--- src/rtl/mem2_load_merge_pkg.sv ---
// Shared definitions for the MEM2 load-merge stage.
// Access size encodings, merge FSM states and default datapath width.
package mem2_load_merge_pkg;

    localparam int XLEN_DEF = 64;

    typedef enum logic [1:0] {
        SZ_B = 2'd0,
        SZ_H = 2'd1,
        SZ_W = 2'd2,
        SZ_D = 2'd3
    } lsu_size_e;

    typedef enum logic {
        ST_IDLE    = 1'b0,
        ST_WAIT_HI = 1'b1
    } merge_state_e;

endpackage

--- src/rtl/mem2_load_merge_extract.sv ---
// Load data aligner: shifts a two-word byte window by the access offset
// and sign- or zero-extends the selected byte/half/word/double.
module load_extract
    import mem2_load_merge_pkg::*;
#(
    parameter int XLEN = XLEN_DEF,
    parameter int OFFW = $clog2(XLEN / 8)
) (
    input  logic [XLEN-1:0] lo_word,
    input  logic [XLEN-1:0] hi_word,
    input  logic [OFFW-1:0] off,
    input  logic [1:0]      size,
    input  logic            is_unsigned,
    output logic [XLEN-1:0] result
);

    logic [2*XLEN-1:0] win;
    logic [63:0]       sh;
    logic [1:0]        sz;

    assign win = {hi_word, lo_word};
    assign sh  = 64'(win >> {off, 3'b000});
    // A doubleword on a 32-bit datapath degrades to a word.
    assign sz  = (XLEN == 32 && size == SZ_D) ? 2'(SZ_W) : size;

    // Pick the field and extend it to XLEN.
    always_comb begin
        result = '0;
        unique case (sz)
            2'd0: begin
                if (is_unsigned) result = XLEN'(sh[7:0]);
                else             result = XLEN'($signed(sh[7:0]));
            end
            2'd1: begin
                if (is_unsigned) result = XLEN'(sh[15:0]);
                else             result = XLEN'($signed(sh[15:0]));
            end
            2'd2: begin
                if (is_unsigned) result = XLEN'(sh[31:0]);
                else             result = XLEN'($signed(sh[31:0]));
            end
            default: result = XLEN'(sh);
        endcase
    end

endmodule

--- src/rtl/mem2_load_merge.sv ---
// MEM2 stage: registers the MEM1 payload, aligns load data and merges
// misaligned loads that arrive as two consecutive beats.
module mem2_load_merge
    import mem2_load_merge_pkg::*;
#(
    parameter int XLEN = XLEN_DEF,
    parameter int OFFW = $clog2(XLEN / 8)
) (
    input  logic            clk,
    input  logic            rst,
    input  logic            flush,
    input  logic            stall_self,
    input  logic            stall_next,
    input  logic            in_valid,
    input  logic [XLEN-1:0] in_rdata,
    input  logic            in_is_load,
    input  logic [1:0]      in_size,
    input  logic            in_unsigned,
    input  logic [OFFW-1:0] in_off,
    input  logic            in_split,
    input  logic            in_beat,
    input  logic            in_rf_we,
    input  logic [4:0]      in_rf_waddr,
    input  logic [XLEN-1:0] in_ex_result,
    input  logic [XLEN-1:0] in_pc,
    input  logic [31:0]     in_inst,
    output logic            out_valid,
    output logic            out_rf_we,
    output logic [4:0]      out_rf_waddr,
    output logic [XLEN-1:0] out_rf_wdata,
    output logic [XLEN-1:0] out_pc,
    output logic [31:0]     out_inst,
    output logic            fwd_we,
    output logic [4:0]      fwd_waddr,
    output logic [XLEN-1:0] fwd_wdata,
    output logic            stall_req,
    output logic            split_err
);

    logic            r_valid;
    logic [XLEN-1:0] r_rdata;
    logic            r_is_load;
    logic [1:0]      r_size;
    logic            r_uns;
    logic [OFFW-1:0] r_off;
    logic            r_split;
    logic            r_beat;
    logic            r_rf_we;
    logic [4:0]      r_rf_waddr;
    logic [XLEN-1:0] r_ex;
    logic [XLEN-1:0] r_pc;
    logic [31:0]     r_inst;

    logic [XLEN-1:0] b_lo;
    logic [OFFW-1:0] b_off;
    logic [1:0]      b_size;
    logic            b_uns;

    merge_state_e    st;
    merge_state_e    st_n;

    logic            beat0;
    logic            beat1;
    logic            advance;
    logic            ld_buf;
    logic            merge_sel;
    logic            valid_c;
    logic            stall_c;
    logic            err_c;

    logic [XLEN-1:0] x_lo;
    logic [XLEN-1:0] x_hi;
    logic [OFFW-1:0] x_off;
    logic [1:0]      x_size;
    logic            x_uns;
    logic [XLEN-1:0] x_res;
    logic [XLEN-1:0] wdata;

    assign beat0   = r_valid & r_split & ~r_beat;
    assign beat1   = r_valid & r_beat;
    assign advance = ~(stall_self & stall_next);

    // Stage register: clear, bubble, load or hold.
    always_ff @(posedge clk) begin
        if (rst || flush || (stall_self && !stall_next)) begin
            r_valid    <= 1'b0;
            r_rdata    <= '0;
            r_is_load  <= 1'b0;
            r_size     <= '0;
            r_uns      <= 1'b0;
            r_off      <= '0;
            r_split    <= 1'b0;
            r_beat     <= 1'b0;
            r_rf_we    <= 1'b0;
            r_rf_waddr <= '0;
            r_ex       <= '0;
            r_pc       <= '0;
            r_inst     <= '0;
        end else if (!stall_self) begin
            r_valid    <= in_valid;
            r_rdata    <= in_rdata;
            r_is_load  <= in_is_load;
            r_size     <= in_size;
            r_uns      <= in_unsigned;
            r_off      <= in_off;
            r_split    <= in_split;
            r_beat     <= in_beat;
            r_rf_we    <= in_rf_we;
            r_rf_waddr <= in_rf_waddr;
            r_ex       <= in_ex_result;
            r_pc       <= in_pc;
            r_inst     <= in_inst;
        end
    end

    // Merge FSM state and low-beat buffer.
    always_ff @(posedge clk) begin
        if (rst || flush) begin
            st     <= ST_IDLE;
            b_lo   <= '0;
            b_off  <= '0;
            b_size <= '0;
            b_uns  <= 1'b0;
        end else if (advance) begin
            st <= st_n;
            if (ld_buf) begin
                b_lo   <= r_rdata;
                b_off  <= r_off;
                b_size <= r_size;
                b_uns  <= r_uns;
            end
        end
    end

    // Next state and per-entry outcome of the registered payload.
    always_comb begin
        st_n      = st;
        ld_buf    = 1'b0;
        merge_sel = 1'b0;
        valid_c   = 1'b0;
        stall_c   = 1'b0;
        err_c     = 1'b0;
        unique case (st)
            ST_IDLE: begin
                if (beat1) begin
                    err_c = 1'b1;
                end else if (beat0) begin
                    ld_buf = 1'b1;
                    st_n   = ST_WAIT_HI;
                end else if (r_valid) begin
                    valid_c = 1'b1;
                end
            end
            default: begin
                stall_c = 1'b1;
                if (beat1) begin
                    valid_c   = 1'b1;
                    merge_sel = 1'b1;
                    stall_c   = 1'b0;
                    st_n      = ST_IDLE;
                end else if (r_valid) begin
                    err_c   = 1'b1;
                    stall_c = 1'b0;
                    st_n    = ST_IDLE;
                end
            end
        endcase
    end

    assign x_lo   = merge_sel ? b_lo : r_rdata;
    assign x_hi   = merge_sel ? r_rdata : '0;
    assign x_off  = merge_sel ? b_off : r_off;
    assign x_size = merge_sel ? b_size : r_size;
    assign x_uns  = merge_sel ? b_uns : r_uns;

    load_extract #(
        .XLEN (XLEN),
        .OFFW (OFFW)
    ) u_extract (
        .lo_word     (x_lo),
        .hi_word     (x_hi),
        .off         (x_off),
        .size        (x_size),
        .is_unsigned (x_uns),
        .result      (x_res)
    );

    assign wdata = r_is_load ? x_res : r_ex;

    assign out_valid    = valid_c;
    assign out_rf_we    = r_rf_we & valid_c;
    assign out_rf_waddr = r_rf_waddr;
    assign out_rf_wdata = wdata;
    assign out_pc       = r_pc;
    assign out_inst     = r_inst;
    assign fwd_we       = r_rf_we & valid_c;
    assign fwd_waddr    = r_rf_waddr;
    assign fwd_wdata    = wdata;
    assign stall_req    = stall_c;
    assign split_err    = err_c;

endmodule

--- config.mk ---
export PLATFORM = sky130hd
export DESIGN_NAME = mem2_load_merge
export DESIGN_NICKNAME = d
export VERILOG_FILES = /design/src/rtl/mem2_load_merge_pkg.sv /design/src/rtl/mem2_load_merge_extract.sv /design/src/rtl/mem2_load_merge.sv
export SDC_FILE = /design/constraint.sdc
export NUM_CORES = 1
export LEC_CHECK = 0
export ABC_AREA = 0
export CAP_MARGIN = 20
export CORE_ASPECT_RATIO = 0.5
export CORE_UTILIZATION = 60
export CTS_CLUSTER_SIZE = 30
export DETAILED_ROUTE_END_ITERATION = 10
export DONT_BUFFER_PORTS = 1
export PLACE_DENSITY_LB_ADDON = 0.12
export SLEW_MARGIN = 40
export SYNTH_ARGS = -nofsm -noshare
export SYNTH_HDL_FRONTEND = slang
export SYNTH_HIERARCHICAL = 1
export SYNTH_SLANG_ARGS = --single-unit
--- constraint.sdc ---
create_clock -name clk -period 3.75 [get_ports clk]
set_clock_uncertainty 0.15 [all_clocks]
set_input_delay 0.5625 -clock clk [delete_from_list [all_inputs] [get_ports clk]]
set_output_delay 0.5625 -clock clk [all_outputs]
set_load 0.02 [all_outputs]
==> summary.md, run 1 <==
| Metric | Value |
|---|---|
| Final Max Slew Viols | `0` |
| Period utilization | `1.046` |
| Final Hold Violating Endpoints | `0` |
| CP max stage delay | `approximately 0.53 ns` |
| Initial Utilization | `0.6165` |
| Critical setup path kind | `flip-flop to primary output` |
| Top routing layer in use | `met5` |
| Htree depth | `1` |
| Largest net degree at the start of global routing | `~240` |
| Initial drt markers | `1854` |
| Non-Filler Instances | `between 2000 and 2500` |
| CP max stage cell | `mux4_2` |
| Post-synthesis cell area | `roughly 0.017 mm^2` |
| Final RePlAce weighted congestion | `about 0.98` |
| Final Setup Violations | `roughly 100` |
| First-pass GRT wire length | `92.09 mm` |
| RSZ-0062 raised after global routing | `true` |
| Die Ht | `~120 um` |
| Post-route met1 wirelength | `between 20 and 25 mm` |
| CTS tree | `done` |
| Overflow after GRT | `0` |
| Sink Count | `between 300 and 400` |
| Worst hold path class | `input pin to flip-flop` |
| Layout cells sized above 1 | `0.2258` |
| Final worst setup slack | `-0.1743 ns` |
| Remaining DRCs | `0` |
| Final HPWL from detailed placement | `39.17 mm` |
| Port bufs | `0` |
| Startpoint types | `flip-flop` |
| WP buf/inv | `3` |
| CP required | `~3 ns` |
| Met2 routed WL | `28.77 mm` |
| Total leakage power | `0.008906 uW` |
| Worst reg2reg path depth | `6` |
| Failing checks | `negative setup slack` |
| Crit Path Max Fanout | `6` |
| IO Count | `around 480` |
| Mapped Avg Cell Area | `9.369 um^2` |
| DR pass1 iterations | `8` |
| Top Family by Delay on Critical Path | `multiplexers` |
| Die Width | `241.8 um` |
| Die ar. | `0.02947 mm^2` |
| Number of global-route vias before repair | `14710` |
| Post-route antenna net violation count | `0` |
| Clock slew at reported path FFs | `0.07 ns` |
| PwrDens | `about 340 mW/mm^2` |
| Worst slew pin tran | `between 0.8 and 0.9 ns` |
| Worst relative slew slack | `0.4368` |
| Max Freq | `254.8 MHz` |
| Syn-to-layout area delta | `27.99%` |
| CTS Buffer Depth | `3` |
| Initial antenna violation count | `2` |
| Hold depth | `2` |
| Max-Cap Viols | `0` |
| Worst-case vdd ir drop | `between 0.0003 and 0.0004 V` |
| Final wirelength | `63.27 mm` |
| Core area | `0.02798 mm^2` |
| Outcome | `finished with violations` |
| Fin crit period | `a little under 4 ns` |
| DR WL/cell | `approximately 27 um` |
| CP endpoint kind | `primary output` |
| Post-Synthesis Cells | `about 1800` |
| Vias/cell | `6.459` |
| Number of synthesis warnings | `6` |
| Crit path depth | `10` |
| Vias | `15410` |
| Net count after synthesis | `between 2000 and 2500` |
| Placed cell count | `around 2000` |
| Row count | `43` |
| CTS Buf Count | `28` |
| Final core utilization | `0.7890` |
| GRT Overall Usage | `0.4098` |
| Routed length on met3 | `around 7.3 mm` |
| Crit-path cells | `and3_4 > nand2_8 > nand2_8 > buf_12 > buf_16 > mux4_2 > a22oi_2 > nand4_1 > mux2_4 > buf_12` |
| Worst-skew pair later-pin latency | `0.60 ns` |
| Clock root buffer | `clkbuf_16` |
| Data arrival, critical path | `between 3 and 4 ns` |
| Layout Nets | `2225` |
[repair_timing]
item | CTS | global route
hold buffers | 205 | 1
endpoints found under the setup margin | 126 | 124
gates resized for setup | 158 | 76
hold endpoints to repair | 188 | 1
setup buffers | 33 | 14
pin swaps | 17 | 25
cloned | 16 | 6
[cell usage in the layout, fill, tap and decap left out, types with 4 or more instances in the layout]
cell	count
mux2i_4	13
and2_4	6
clkbuf_1	4
nand2_4	9
clkinv_2	7
buf_6	17
and2_1	53
dlygate4sd3_1	206
dfxtp_1	307
a22oi_2	23
nor2_1	243
mux2_4	46
buf_16	15
nand2_1	263
mux2i_1	257
o21ai_1	73
buf_12	43
mux4_2	84
mux2_2	25
mux2i_2	10
buf_4	59
clkbuf_16	33
nand4_1	104
nand2_2	21
o211ai_1	15
a22oi_1	8
[report_power, final]
group	switching (uW)	total [uW]	internal [uW]
clock network	1410	3080	1670
registers	115	3490	3370
logic	468	963	495
total	2000	7530	5530
[cell type report]
| class | instances | area, um^2 |
|---|---|---|
| Multi-Input combinational cell | 1289 | 10260 |
| Sequential cell | 311 | 6233 |
| Fill cell | 1702 | 5902 |
| Timing Repair Buffer | 347 | 4125 |
| Clock buffer | 35 | 757.0 |
| Tap cell | 382 | 478.0 |
| Clock inverter | 17 | 207.7 |
| Inverter | 3 | 11.26 |
| Antenna cell | 2 | 5.005 |
[routing by layer]
metal	up-vias	GRT usage
met5	-	0
met3	190	0.1225
met1	7502	0.5362
li1	6696	-
met2	1021	0.6491
met4	2	0.1448
[metrics by stage]
step | setup TNS [ns] | area (um^2) | power [uW] | hold slack [ns] | setup WS, ns
2_1_floorplan | 0 | 17250 | 4111 | 0.2786 | 0.1368
3_3_place_gp | 0 | 17120 | 4159 | 0.2855 | 0.2515
3_5_place_dp | 0 | 17120 | 4177 | 0.2895 | 0.1812
4_1_cts | -2.852 | 21510 | 7400 | 0.00003275 | -0.08007
5_1_grt | -11.67 | 22070 | 7715 | 0.003789 | -0.1894
6_report | -5.734 | 22070 | 7529 | 0.009799 | -0.1743
[worst register-to-register path, delay by kind of cell, from the launching register on]
family | cells | cell delay [ns]
buffers and inverters | 3 | 0.61
AO/OA/AOI/OAI | 1 | 0.11
AND/OR/NAND/NOR | 2 | 0.91
flip-flops | 1 | 0.33
[flip-flops by register name, summed over array words and instances, names as in the netlist, 2 cells and up]
name	count
r_size	2
fwd_waddr	5
b_lo	64
out_inst	32
b_off	3
r_off	3
b_size	2
out_pc	64
r_ex	64
r_rdata	64
[worst paths after layout]
path / slack [ns] / startpoint / to
worst min register to register: 0.30 / b_lo[17] / b_lo[17]
worst max register to register: 1.48 / st / b_lo[7]
worst max-delay path: -0.17 / r_valid / fwd_wdata[37]
worst min-delay path: 0.01 / in_ex_result[16] / r_ex[16]
Note: power is estimated with default switching activity, not from simulation.
==> inputs of run 2 (changes only) <==
Settings changed: HOLD_SLACK_MARGIN set to 0.08, SYNTH_HIERARCHICAL 1 to not set.
==> run 2 against run 1 <==
  * The flow now stops in 5_1_grt
  * Synthesized cell count grew 6.9%
  * Synthesized area grew 2.3%
==> summary.md, run 2 <==
| Metric | Value |
|---|---|
| Flops & latches, synth | `about 310` |
| Post-Synthesis Cells | `between 1500 and 2000` |
| CTS Buf Count | `26` |
| Top_reg_cell synth | `dfxtp_1` |
| Net count after synthesis | `2213` |
| Die Width | `around 240 um` |
| Worst slack at placement | `around 0.024 ns` |
| Post-synth top cells | `388 x mux2i_1, 338 x nor2_1, 311 x dfxtp_1` |
| CTS Buffer Depth | `3` |
| Yosys top cell area share | `0.3529` |
| GRT Overall Usage | `0.7874` |
| Initial Utilization | `0.6235` |
| Last stage | `5_1_grt` |
| Final RePlAce weighted congestion | `roughly 1.1` |
| Async S/R FF share, synth | `0` |
| Post-synth cell types | `56` |
| Number of synthesis warnings | `0` |
| Number of synthesized flops with an enable pin | `0` |
| Clock root buffer | `clkbuf_16` |
| Placed standard-cell area | `~0.018 mm^2` |
| Final HPWL from detailed placement | `roughly 55 mm` |
| Row count | `43` |
| Post-synthesis cell area | `about 0.018 mm^2` |
| Outcome | `stopped before the end` |
| Largest net degree at the start of global routing | `around 240` |
| Tool error | `[ERROR GRT-0232] Routing congestion too high. Check the congestion heatmap in the GUI.` |
| Port bufs | `0` |
| Htree depth | `1` |
| Cell with the most instances after synthesis | `mux2i_1` |
| Top cells by area, synth | `dfxtp_1 35%, mux2i_1 22%, nor2_1 7.2%` |
| IO Count | `roughly 480` |
| Mapped Avg Cell Area | `8.966 um^2` |
| Sequential share of the synthesized area | `0.3529` |
| Largest area contributor in the netlist | `dfxtp_1` |
| Overflow after GRT | `5` |
| Die Ht | `about 120 um` |
| Sink Count | `311` |
[run 2: cell families after synthesis]
family / count (synthesis) / synth area share
DFF: 311 / 0.3529
AOI/OAI and AO/OA: 308 / 0.1137
and+or+nand+nor: 607 / 0.1417
muxes: 492 / 0.3165
buffers and inverters: 249 / 0.07474
xor gates and xnor gates: 1 / 0.0004965
[run 2: what timing repair did]
action                                  in CTS
endpoints found under the hold margin      239
hold buffers                               318
resized for setup                          114
endpoints found under the setup margin     126
setup buffers                               26
pin swaps                                   13
cloned                                       7
[run 2: layer usage]
| metal | overflow | GRT usage |
|---|---|---|
| met4 | 2 | 0.7328 |
| met1 | 2 | 0.8072 |
| met3 | 0 | 0.6538 |
| met2 | 1 | 0.9336 |
| met5 | 0 | 0.4395 |
[run 2: stage by stage]
step / util / std cells / setup TNS, ns / hold slack [ns]
floorplan: - / 1968 / 0 / 0.2834
global placement: 0.6523 / 2281 / 0 / 0.2929
detailed placement: 0.6523 / 2281 / 0 / 0.2978
CTS: 0.8283 / 2677 / -8.125 / 0.08153
==> inputs of run 3 (changes only) <==
Settings changed: CORE_ASPECT_RATIO 0.5 to not set, CORE_UTILIZATION 60 to 40, CTS_CLUSTER_SIZE 30 to not set, HOLD_SLACK_MARGIN 0.08 to not set, PLACE_DENSITY_LB_ADDON 0.12 to 0.15.
==> run 3 against run 2 <==
  * Synthesized cell count unchanged
  * Synthesized area unchanged
  * The run now ends clean
==> summary.md, run 3 <==
| Metric | Value |
|---|---|
| Post-route antenna net violation count | `0` |
| Remaining DRCs | `0` |
| GRT Overall Usage | `0.3070` |
| Total leakage power | `0.008710 uW` |
| Worst relative slew slack | `0.4460` |
| RSZ-0062 raised after global routing | `true` |
| Period utilization | `0.9896` |
| Worst slack on hold paths | `between 0.02 and 0.025 ns` |
| Final Max Slew Viols | `0` |
| Initial drt markers | `between 1500 and 2000` |
| Die ar. | `approximately 0.045 mm^2` |
| Largest net degree at the start of global routing | `243` |
| Final RePlAce weighted congestion | `slightly above 1` |
| Max Freq | `about 270 MHz` |
| Top_reg_cell synth | `dfxtp_1` |
| Port bufs | `0` |
| Vias/cell | `5.837` |
| Initial antenna violation count | `5` |
| Net count after synthesis | `2213` |
| Worst hold path class | `input pin to flip-flop` |
| Total Power | `just over 8000 uW` |
| Post-synth top cells | `388 x mux2i_1, 338 x nor2_1, 311 x dfxtp_1` |
| First-pass GRT wire length | `102.8 mm` |
| Outcome | `finished, final reports clean` |
| Worst-skew pair later-pin latency | `roughly 0.56 ns` |
| Post-synthesis cell area | `between 0.015 and 0.02 mm^2` |
| Largest area contributor in the netlist | `dfxtp_1` |
| Clock slew at reported path FFs | `about 0.06 ns` |
| Post-synth cell types | `56` |
| Vias | `16210` |
| Htree depth | `2` |
| Die Ht | `~210 um` |
| Overflow after GRT | `0` |
| Number of fill cells in the layout | `~4000` |
| CP max stage delay | `0.37 ns` |
| Sink Count | `about 310` |
| Async S/R FF share, synth | `0` |
| Top cells by area, synth | `dfxtp_1 35%, mux2i_1 22%, nor2_1 7.2%` |
| Final wirelength | `about 71 mm` |
| IO Count | `between 400 and 500` |
| Worst slew pin tran | `just over 0.8 ns` |
| Post-Synthesis Cells | `just under 2000` |
| Die Width | `roughly 210 um` |
| Number of synthesized flops with an enable pin | `0` |
| Clock root buffer | `clkbuf_16` |
| Layout cells sized above 1 | `0.1880` |
| Critical setup path kind | `flip-flop to primary output` |
| Core area | `~0.043 mm^2` |
| Mapped Avg Cell Area | `~9 um^2` |
| PwrDens | `between 300 and 400 mW/mm^2` |
| Startpoint types | `flip-flop` |
| CP max stage cell | `dfxtp_4` |
| Initial Utilization | `0.4078` |
| Number of synthesis warnings | `0` |
| Fin crit period | `3.711 ns` |
| Top Family by Delay on Critical Path | `buffers and inverters` |
| Cell with the most instances after synthesis | `mux2i_1` |
| CTS Buf Count | `36` |
| DR pass1 iterations | `7` |
| Row count | `76` |
| Crit Path Max Fanout | `21` |
| Worst-case vdd ir drop | `0.0003725 V` |
| Sequential share of the synthesized area | `0.3529` |
| Final Hold Violating Endpoints | `0` |
| Most frequent cells in the layout | `386 x mux2i_1, 332 x nor2_1, 303 x dfxtp_1` |
| Data arrival, critical path | `around 3 ns` |
| Final HPWL from detailed placement | `between 40 and 50 mm` |
| Commonest non-fill, non-tap cell in the layout | `mux2i_1` |
| DR WL/cell | `between 20 and 30 um` |
| CTS tree | `done` |
| CP endpoint kind | `primary output` |
| Final Setup Violations | `0` |
| Crit-path cells | `buf_12 > nand4_1 > a21boi_4 > buf_12 > buf_4 > bufbuf_16 > a31oi_1 > o21ai_0 > a21oi_1 > a21oi_1 > buf_4` |
| Number of global-route vias before repair | `between 15000 and 20000` |
| CP required | `between 3 and 4 ns` |
| WP buf/inv | `5` |
| Syn-to-layout area delta | `29.53%` |
| Yosys top cell area share | `0.3529` |
| Flops & latches, synth | `slightly above 300` |
| CTS Buffer Depth | `3` |
| Max-Cap Viols | `0` |
| Layout Nets | `approximately 2400` |
-- run 3: cell counts after synthesis --
Identical to the previous run, type by type.
-- run 3: area by class of cell --
cell class | instances | area (um^2) | area share
multi-input combinational | 1410 | 10520 | 0.4604
sequential | 311 | 6251 | 0.2735
timing repair buffer | 403 | 4073 | 0.1782
clock buffer | 53 | 1065 | 0.04659
tap | 585 | 732.0 | 0.03202
clock inverter | 11 | 193.9 | 0.008485
inverter | 4 | 16.27 | 0.0007117
antenna | 1 | 2.502 | 0.0001095
-- run 3: final timing paths --
check,startpoint,depth (start not counted),slack [ns],end
worst max register to register,st,8,1.76,b_lo[6]
worst min register to register,b_lo[1],2,0.30,b_lo[1]
worst min-delay path,stall_self,2,0.02,out_pc[52]
worst max-delay path,b_off[1],11,0.04,fwd_wdata[24]
-- run 3: layer usage --
| metal | global-route usage | routed length (um) | share of wire | vias to the layer above |
|---|---|---|---|---|
| li1 | - | - | - | 7347 |
| met1 | 0.4067 | 30060 | 0.42 | 7866 |
| met2 | 0.4805 | 32300 | 0.45 | 862 |
| met3 | 0.07976 | 6346 | 0.089 | 135 |
| met4 | 0.1082 | 2386 | 0.034 | 4 |
| met5 | 0 | 27 | 0.00038 | - |
-- run 3: repair_timing --
action                     4_1_cts  5_1_grt
hold buffers                   224        0
cloned                           7        2
setup endpoints to repair      124      124
resized for setup               51       44
hold endpoints to repair       222        0
pin swaps                       11        9
setup buffers                   22        9
-- run 3: power breakdown --
| group | switching (uW) | internal, uW | total [uW] |
|---|---|---|---|
| Combinational | 471 | 484 | 955 |
| Sequential | 141 | 3370 | 3510 |
| Clock | 1450 | 2260 | 3710 |
| Total | 2060 | 6120 | 8180 |
-- run 3: cells by family (layout without fill, tap and decap cells) --
kind of cell	Yosys count	in the layout	share of synthesized area
XOR/XNOR	1	1	0.0004965
AND/OR/NAND/NOR	607	607	0.1417
other	0	1	0
AO/OA/AOI/OAI	308	310	0.1137
flip-flops	311	311	0.3529
multiplexers	492	492	0.3165
buffers and inverters	249	471	0.07474
-- run 3: stage by stage --
| stage | utilization | TNS (ns) | instances | instance area, um^2 | setup slack, ns |
|---|---|---|---|---|---|
| 3_5_place_dp | 0.4246 | 0 | 2448 | 18370 | 0.06626 |
| 4_1_cts | 0.5199 | -0.01947 | 2765 | 22500 | -0.009821 |
| 6_report | 0.5283 | 0 | 2778 | 22860 | 0.03892 |
| 3_3_place_gp | 0.4246 | 0 | 2448 | 18370 | 0.09844 |
| 5_1_grt | 0.5283 | -0.06251 | 2778 | 22860 | -0.01088 |
| 2_1_floorplan | - | 0 | 1968 | 17640 | 0.5350 |
